[config.mk]
export PLATFORM = sky130hd
export DESIGN_NAME = adc_sample_buffer_flat
export DESIGN_NICKNAME = d
export VERILOG_FILES = /design/src/rtl/adc_sample_buffer_if.sv /design/src/rtl/adc_sample_buffer.sv /design/src/flat_wrapper.sv
export SDC_FILE = /design/constraint.sdc
export NUM_CORES = 1
export LEC_CHECK = 0
export ABC_AREA = 1
export ABC_CLOCK_PERIOD_IN_PS = 2350
export CAP_MARGIN = 25
export CORE_MARGIN = 2
export CORE_UTILIZATION = 35
export DETAILED_ROUTE_END_ITERATION = 10
export PLACE_DENSITY = 0.54
export SKIP_CTS_REPAIR_TIMING = 1
export SYNTH_ARGS = -nofsm -noshare
export SYNTH_HDL_FRONTEND = slang
export SYNTH_SLANG_ARGS = --single-unit
[constraint.sdc]
create_clock -name clk -period 2.35 [get_ports clk]
set_input_delay 0.47 -clock clk [delete_from_list [all_inputs] [get_ports clk]]
set_output_delay 0.47 -clock clk [all_outputs]
set_load 0.02 [all_outputs]
[src/rtl/adc_sample_buffer_if.sv]
// ---------------------------------------------------------------------------
// adc_sample_buffer_if
// Streaming handshake bundle for the ADC sample buffer.
//   adc_data_in / adc_valid_in / adc_ready_out : ADC -> buffer sample stream
//   sample_out / sample_valid_out / sample_ready_in : buffer -> FIR stream
// The slave modport is the buffer's view; the master modport is the view of
// the surrounding logic (ADC front end plus FIR filter) driving it.
// ---------------------------------------------------------------------------
interface adc_sample_buffer_if #(
  parameter int DATA_W = 5
);
  logic [DATA_W-1:0] adc_data_in;
  logic              adc_valid_in;
  logic              adc_ready_out;
  logic [DATA_W-1:0] sample_out;
  logic              sample_valid_out;
  logic              sample_ready_in;

  modport master (
    output adc_data_in, adc_valid_in, sample_ready_in,
    input  adc_ready_out, sample_out, sample_valid_out
  );

  modport slave (
    input  adc_data_in, adc_valid_in, sample_ready_in,
    output adc_ready_out, sample_out, sample_valid_out
  );
endinterface

[src/rtl/adc_sample_buffer.sv]
// ---------------------------------------------------------------------------
// adc_sample_buffer
// Decimating first-word-fall-through FIFO between an ADC and a FIR filter.
// Every ADC transfer advances a decimation counter; only transfers seen with
// the counter at 0 are stored, so factor N keeps one sample in N.
// Ports:
//   clk, resetn    : clock (rising edge) and asynchronous active-low reset
//   bus            : ADC input stream and FIR output stream (slave modport)
//   decim_sel      : decimation factor select, 0->1, 1->2, 2->4, 3->8
//   fill_level     : FIFO occupancy, 0..DEPTH
//   overflow_out   : sticky, set when an offered ADC sample was refused
//   clear_ovf_in   : synchronous clear of overflow_out (a new loss wins)
// ---------------------------------------------------------------------------
module adc_sample_buffer #(
  parameter int DATA_W = 5,
  parameter int DEPTH  = 4   // power of two, >= 2
) (
  input  logic                     clk,
  input  logic                     resetn,
  adc_sample_buffer_if.slave       bus,
  input  logic [1:0]               decim_sel,
  output logic [$clog2(DEPTH):0]   fill_level,
  output logic                     overflow_out,
  input  logic                     clear_ovf_in
);

  localparam int PTR_W = $clog2(DEPTH);
  localparam int LVL_W = PTR_W + 1;

  logic [DATA_W-1:0] mem_q [DEPTH];
  logic [PTR_W-1:0]  wr_ptr_q, wr_ptr_d;
  logic [PTR_W-1:0]  rd_ptr_q, rd_ptr_d;
  logic [LVL_W-1:0]  level_q, level_d;
  logic [2:0]        dcnt_q, dcnt_d;
  logic [2:0]        dcnt_eff;   // counter value seen by this cycle's transfer
  logic [2:0]        dcnt_max;   // factor - 1
  logic [1:0]        decim_sel_q;
  logic              ovf_q, ovf_d;

  logic sel_change, keep, full, empty;
  logic xfer, push, pop, lost;

  // -------------------------------------------------------------------------
  // Handshake and decimation decode
  // -------------------------------------------------------------------------
  assign full  = (level_q == LVL_W'(DEPTH));
  assign empty = (level_q == '0);

  // A new factor restarts the count in the very cycle it appears, so the
  // first transfer under the new factor is always kept.
  assign sel_change = (decim_sel != decim_sel_q);
  assign dcnt_eff   = sel_change ? 3'd0 : dcnt_q;
  assign keep       = (dcnt_eff == 3'd0);

  // Samples that will be discarded need no FIFO space, so they are accepted
  // even when the FIFO is full.
  assign bus.adc_ready_out = !full || !keep;

  assign xfer = bus.adc_valid_in && bus.adc_ready_out;
  assign push = xfer && keep;
  assign pop  = !empty && bus.sample_ready_in;
  assign lost = bus.adc_valid_in && !bus.adc_ready_out;

  // -------------------------------------------------------------------------
  // Next-state logic
  // -------------------------------------------------------------------------
  always_comb begin
    // NOTE: every signal written here gets a default first, so no path can
    // leave it unassigned and infer a latch.
    dcnt_max = 3'd0;
    dcnt_d   = dcnt_eff;
    wr_ptr_d = wr_ptr_q;
    rd_ptr_d = rd_ptr_q;
    level_d  = level_q;
    ovf_d    = ovf_q;

    unique case (decim_sel)
      2'd0: dcnt_max = 3'd0;
      2'd1: dcnt_max = 3'd1;
      2'd2: dcnt_max = 3'd3;
      2'd3: dcnt_max = 3'd7;
    endcase

    if (xfer) begin
      dcnt_d = (dcnt_eff == dcnt_max) ? 3'd0 : dcnt_eff + 3'd1;
    end

    // Pointers are PTR_W bits and DEPTH is a power of two, so the increment
    // wraps DEPTH-1 -> 0 naturally.
    if (push) wr_ptr_d = wr_ptr_q + PTR_W'(1);
    if (pop)  rd_ptr_d = rd_ptr_q + PTR_W'(1);

    unique case ({push, pop})
      2'b10:   level_d = level_q + LVL_W'(1);
      2'b01:   level_d = level_q - LVL_W'(1);
      default: level_d = level_q;
    endcase

    // Set has priority over clear so a loss in the clearing cycle is kept.
    if (lost)              ovf_d = 1'b1;
    else if (clear_ovf_in) ovf_d = 1'b0;
  end

  // -------------------------------------------------------------------------
  // Control state
  // -------------------------------------------------------------------------
  // NOTE: sequential state uses non-blocking assignments so every register
  // samples pre-edge values regardless of statement order.
  always_ff @(posedge clk or negedge resetn) begin
    if (!resetn) begin
      wr_ptr_q    <= '0;
      rd_ptr_q    <= '0;
      level_q     <= '0;
      dcnt_q      <= '0;
      decim_sel_q <= '0;
      ovf_q       <= 1'b0;
    end else begin
      wr_ptr_q    <= wr_ptr_d;
      rd_ptr_q    <= rd_ptr_d;
      level_q     <= level_d;
      dcnt_q      <= dcnt_d;
      decim_sel_q <= decim_sel;
      ovf_q       <= ovf_d;
    end
  end

  // NOTE: the storage array has no reset; occupancy is tracked by level_q and
  // the output is gated while empty, so stale contents are never visible.
  always_ff @(posedge clk) begin
    if (push) mem_q[wr_ptr_q] <= bus.adc_data_in;
  end

  // -------------------------------------------------------------------------
  // Outputs
  // -------------------------------------------------------------------------
  assign bus.sample_valid_out = !empty;
  assign bus.sample_out       = empty ? '0 : mem_q[rd_ptr_q];
  assign fill_level           = level_q;
  assign overflow_out         = ovf_q;

endmodule

[src/flat_wrapper.sv]
// flat-port wrapper written by rule: the top's interface ports become plain ports
module adc_sample_buffer_flat 
#(
  parameter int DATA_W = 5,
  parameter int DEPTH  = 4                        
)
  (clk, resetn, decim_sel, fill_level, overflow_out, clear_ovf_in, bus_adc_data_in, bus_adc_valid_in, bus_sample_ready_in, bus_adc_ready_out, bus_sample_out, bus_sample_valid_out);
  adc_sample_buffer_if #(.DATA_W(DATA_W)) bus_i ();
  input  logic clk;
  input  logic resetn;
  input  logic [1:0] decim_sel;
  output logic [$clog2(DEPTH):0] fill_level;
  output logic overflow_out;
  input  logic clear_ovf_in;
  input wire logic [$bits(bus_i.adc_data_in)-1:0] bus_adc_data_in;
  input wire logic [$bits(bus_i.adc_valid_in)-1:0] bus_adc_valid_in;
  input wire logic [$bits(bus_i.sample_ready_in)-1:0] bus_sample_ready_in;
  output wire logic [$bits(bus_i.adc_ready_out)-1:0] bus_adc_ready_out;
  output wire logic [$bits(bus_i.sample_out)-1:0] bus_sample_out;
  output wire logic [$bits(bus_i.sample_valid_out)-1:0] bus_sample_valid_out;
  assign bus_i.adc_data_in = bus_adc_data_in;
  assign bus_i.adc_valid_in = bus_adc_valid_in;
  assign bus_i.sample_ready_in = bus_sample_ready_in;
  assign bus_adc_ready_out = bus_i.adc_ready_out;
  assign bus_sample_out = bus_i.sample_out;
  assign bus_sample_valid_out = bus_i.sample_valid_out;
  adc_sample_buffer #(.DATA_W(DATA_W), .DEPTH(DEPTH)) u_core (.clk(clk), .resetn(resetn), .bus(bus_i), .decim_sel(decim_sel), .fill_level(fill_level), .overflow_out(overflow_out), .clear_ovf_in(clear_ovf_in));
endmodule
* Word level (Yosys, flattened, before mapping) *
Memory sizes are Yosys's and may differ from the RTL's.
Index checks and enable logic that the tools add are counted.

word-level totals
  register bits = 13
  memory bits (writable) = 20
  bits of input ports = 12
  word-level logic and storage cells = 44
  memories = 1

memories
  memory        words  bits a word  read ports  clocked after memory_dff  wr ports  RTL line                 text
  u_core.mem_q  4      5            1           0                         1         adc_sample_buffer.sv:30  logic [DATA_W-1:0] mem_q [DEPTH];

operators by class
  add/sub/neg operators = 5
  equal/unequal tests = 8
  multiplexer cells = 10
  reductions and logical operators = 14

operators with widths
  operator             number
  $pmux 3 s4           1
  $mux 3               3
  $add 3x1->3 const B  2
  $eq 2x2->1 const B   3
  $logic_not 3->1      2
  $pmux 3 s2           1
  $mux 5               1
  $add 2x1->2 const B  2
  $eq 2x1->1 const B   2
  $logic_and 1x1->1    4
  $logic_not 1->1      4
  $mux 1               4
  $reduce_bool 2->1    2
  $eq 3x3->1           1
  $eq 3x3->1 const B   1
  $sub 3x1->3 const B  1
  $logic_not 2->1      1
  $ne 2x2->1           1
  $logic_or 1x1->1     1

* Logic depth before layout (Yosys ltp) *
  word-level depth = 9
  depth in mapped cells = 12
  gate-level depth less buffers = 12

* Least setup slack after synthesis *
Ideal clock, no wire load.

  kind = in2reg
  start point = input decim_sel[0]
  end point = register u_core.level_q[2], in the netlist u_core.fill_level[2]
  library setup time = 0.131 ns
  arrival time = 2.170 ns
  slack = 0.048 ns
  stages on the path = 10
  buffers on the path = 0
  path through = xnor2_4 > nand3_1 > ha_1 > nand4_4 > ha_1 > inv_1 > fa_1 > a21oi_1 > o21ai_0 > xnor2_1

between the ends
  longest elaborated chain between the ends = 9
  elaborated cells on any way between the ends = 11
  those cells by class = eq/ne: 3; mux: 2; reduce/logical: 6

ends and longest elaborated chain
  item                                             RTL line                  text
  start: declaration                               flat_wrapper.sv:11        input logic [1:0] decim_sel;
  $ne 2x2->1 (*)                                   adc_sample_buffer.sv:51   assign sel_change = (decim_sel != decim_sel_q);
  $mux 3 (*)                                       adc_sample_buffer.sv:52   assign dcnt_eff = sel_change ? 3'd0 : dcnt_q;
  $logic_not 3->1 (*)                              adc_sample_buffer.sv:53   assign keep = (dcnt_eff == 3'd0);
  $logic_not 1->1                                  adc_sample_buffer.sv:57   assign bus.adc_ready_out = !full || !keep;
  $logic_or 1x1->1                                 adc_sample_buffer.sv:57
  $logic_and 1x1->1                                adc_sample_buffer.sv:59   assign xfer = bus.adc_valid_in && bus.adc_ready_out;
  $logic_and 1x1->1 (*)                            adc_sample_buffer.sv:60   assign push = xfer && keep;
  $eq 2x1->1 or $eq 2x2->1 (tied branches)         adc_sample_buffer.sv:93   unique case ({push, pop})
  $pmux 3 s2 or $reduce_bool 2->1 (tied branches)  n/a
  end signal: assignment                           adc_sample_buffer.sv:120  level_q <= level_d;
  end: declaration                                 adc_sample_buffer.sv:33   logic [LVL_W-1:0] level_q, level_d;

Mark *: on every way between the ends. The rest lies on a longest branch, timed or not.
A chain may end at the register's enable or synchronous reset.

* Worst setup path in the final report *
  start point = register u_core.decim_sel_q[0]
  end point = register u_core.level_q[2], in the netlist u_core.fill_level[2]

between the ends
  longest elaborated chain between the ends = 9
  elaborated cells on any way between the ends = 11
  those cells by class = eq/ne: 3; mux: 2; reduce/logical: 6

ends and longest elaborated chain
  item                                             RTL line                  text
  start: declaration                               adc_sample_buffer.sv:37   logic [1:0] decim_sel_q;
  start signal: assignment                         adc_sample_buffer.sv:122  decim_sel_q <= decim_sel;
  $ne 2x2->1 (*)                                   adc_sample_buffer.sv:51
  $mux 3 (*)                                       adc_sample_buffer.sv:52
  $logic_not 3->1 (*)                              adc_sample_buffer.sv:53
  $logic_not 1->1                                  adc_sample_buffer.sv:57
  $logic_or 1x1->1                                 adc_sample_buffer.sv:57
  $logic_and 1x1->1                                adc_sample_buffer.sv:59
  $logic_and 1x1->1 (*)                            adc_sample_buffer.sv:60
  $eq 2x1->1 or $eq 2x2->1 (tied branches)         adc_sample_buffer.sv:93
  $pmux 3 s2 or $reduce_bool 2->1 (tied branches)  n/a

Marked as above.

==> impl_results.md <==
- Outcome: finished, final reports clean
- Worst skew pair latency: between 0.2 and 0.3 ns
- Max transition margin: 0.603
- Number of global-route vias before repair: 1246
- RePlAce Congestion: 0.932
- Die height: 72.1 um
- Critical path class: register to register
- I/O Buffers: 22
- Syn Inst Count: 154
- Largest area contributor in the netlist: edfxtp_1
- Drt drc: 0
- Hold Path Class: input port to register
- Max_cap viols: 0
- Worst Path Arrival: 2.32 ns
- Post-synth EDFFs: 20
- N_diodes: 0
- Peak VDD IR: 0.402 mV
- Seq/Total Area, Yosys: 0.571
- Asr flop ratio synth: 0.394
- Detailed Place HPWL: ~2400 um
- Max-slew violations: 0
- Worst-Margin Slew: about 0.6 ns
- Initial DRC count: 57
- Initial antenna violation count: 0
- Largest net degree at the start of global routing: 14
- FP Rows: 24
- Synth cell count leaders: 28 x nor2_1, 21 x inv_1, 20 x edfxtp_1, 16 x nand2_1, 13 x dfrtp_1
- Core Region: 4410 um2
- Pre-antenna DRT Iters: 4
- Nets: 224
- Die Span X: 72.1 um
- Via count of the routed design: 1179
- Clock-pin slew on the worst setup and hold paths: 0.06 ns
- Final hold vios: 0
- Fin crit period: 2.16 ns
- Synth Warn #: 0
- Setup_tns: 0 ns
- RSZ-0062 raised after global routing: false
- Hold Slack: 0.511 ns
- PwrDens: 1120 nW/um2
- Total grt overflow: 0
- Clock Skew: approximately 0.0036 ns
- Max Clk Rate: about 460 MHz
- Synth area leaders: edfxtp_1 37%, dfrtp_1 20%, nor2_1 6.5%
- R2R Setup Slk: 0.19 ns
- Top-Level Pins: 23
- Worst-path fanout max: 4
- Ys flop type: edfxtp_1
- Layout area overhead: 35.8%
- Static Leak: 1.02 nW
- Most common cell in the netlist: nor2_1
- Share of the synthesized area in the top cell type: 0.370
- Deepest clock path buffer count: 2
- Avg Synthesized Cell Area: 10.5 um2
- Synth unique cells: 24
- CTS tree: built
- CTS root buf: clkbuf_8
- Crit end category: register
- Finish-stage setup viols: 0
- WP data required: ~2.5 ns
- Global-route wire length before repair: 5420 um
- DIE AREA: 5200 um2
- Fin crit share: 0.918
- Layout cell share with drive strength beyond 1: 0.229
- Total design power: 2.47 mW
- Via-to-Cell Ratio: 4.59
- Mapped cell area: 1620 um2
- # H-tree levels: 2
- Total CTS buffers: 5
- Flops & latches, synth: 33
- Drt wl/cell: 12.6 um
- ANT nets after route: 0
- Mapped Nets: between 150 and 200
- CP startpoint kind: register
- Initial Util: 0.368
- Drt total wl: 3240 um
- Gr usage total: 0.137
- CTS Sinks: 33
## final timing paths
kind	start	to	cells after the start
max reg2reg	u_core.decim_sel_q[0]	u_core.fill_level[2]	10
max in group asynchronous	resetn	u_core.rd_ptr_q[1]	1
min in group asynchronous	resetn	u_core.dcnt_q[2]	1
min reg2reg	u_core.overflow_out	u_core.overflow_out	2
max	u_core.decim_sel_q[0]	u_core.fill_level[2]	10
min	decim_sel[1]	u_core.decim_sel_q[1]	2
## metal layers
layer | vias to the layer above | global-route usage | part of all wire
met5 | - | 0 | 0
met4 | 0 | 0.0629 | 0.016
met3 | 5 | 0.0319 | 0.024
met2 | 15 | 0.240 | 0.53
met1 | 554 | 0.157 | 0.43
li1 | 605 | - | -
## registers in the layout, summed over array words and instances, names as in the netlist
name and flops:
u_core.mem_q 20, u_core.dcnt_q 3, u_core.fill_level 3, u_core.decim_sel_q 2, u_core.rd_ptr_q 2, u_core.wr_ptr_q 2, u_core.overflow_out 1
## cells by family (layout without fill, tap and decap cells)
family / Yosys count / after routing / synth area share
AND/OR/NAND/NOR: 62 / 62 / 0.199
buffers and inverters: 25 / 76 / 0.0578
flip-flops: 33 / 33 / 0.571
XOR/XNOR: 6 / 6 / 0.0440
AO/OA/AOI/OAI: 20 / 20 / 0.0625
adder cells (fa/ha/maj): 8 / 8 / 0.0663
## power breakdown
group | internal (mW) | switching [mW]
Clock | 0.205 | 0.197
Combinational | 0.553 | 0.620
Sequential | 0.772 | 0.120
## worst max-delay path: stages, from the launching register on
cell and delay [ns]:
dfrtp_1 0.43, xnor2_4 0.23, nand3_2 0.13, ha_4 0.20, nand4_4 0.08, ha_1 0.15
inv_1 0.06, fa_1 0.37, a21oi_1 0.13, o21ai_0 0.11, xnor2_1 0.14
## per-stage QoR
step / cells / setup WS [ns] / instance area, um2 / util
after floorplan: 154 / 0.0481 / 1620 / -
after global placement: 243 / -0.408 / 2030 / 0.460
after detailed placement: 243 / -0.463 / 2030 / 0.460
after CTS: 251 / -0.436 / 2110 / 0.479
after global routing: 257 / 0.0616 / 2200 / 0.499
final: 257 / 0.192 / 2200 / 0.499
## cell type report
type,count,area (um2)
flip-flops and latches,33,928
inverters,22,86.3
multi-input cells,96,621
clock buffers,6,72.6
fillers,410,2210
repair inverters,1,7.51
clock inverters,2,10.0
repair buffers,45,413
well taps,52,65.1
## placed cells by master, fill, tap and decap left out, types with 7 or more instances in the layout
cell	instances
dlymetal6s2s_1	8
nor2_1	28
nand2_1	16
a21oi_1	7
o21ai_0	12
edfxtp_1	20
dfrtp_1	11
inv_1	20
clkdlybuf4s50_1	14
buf_4	23
No activity file was read; power rests on OpenSTA's default activity.
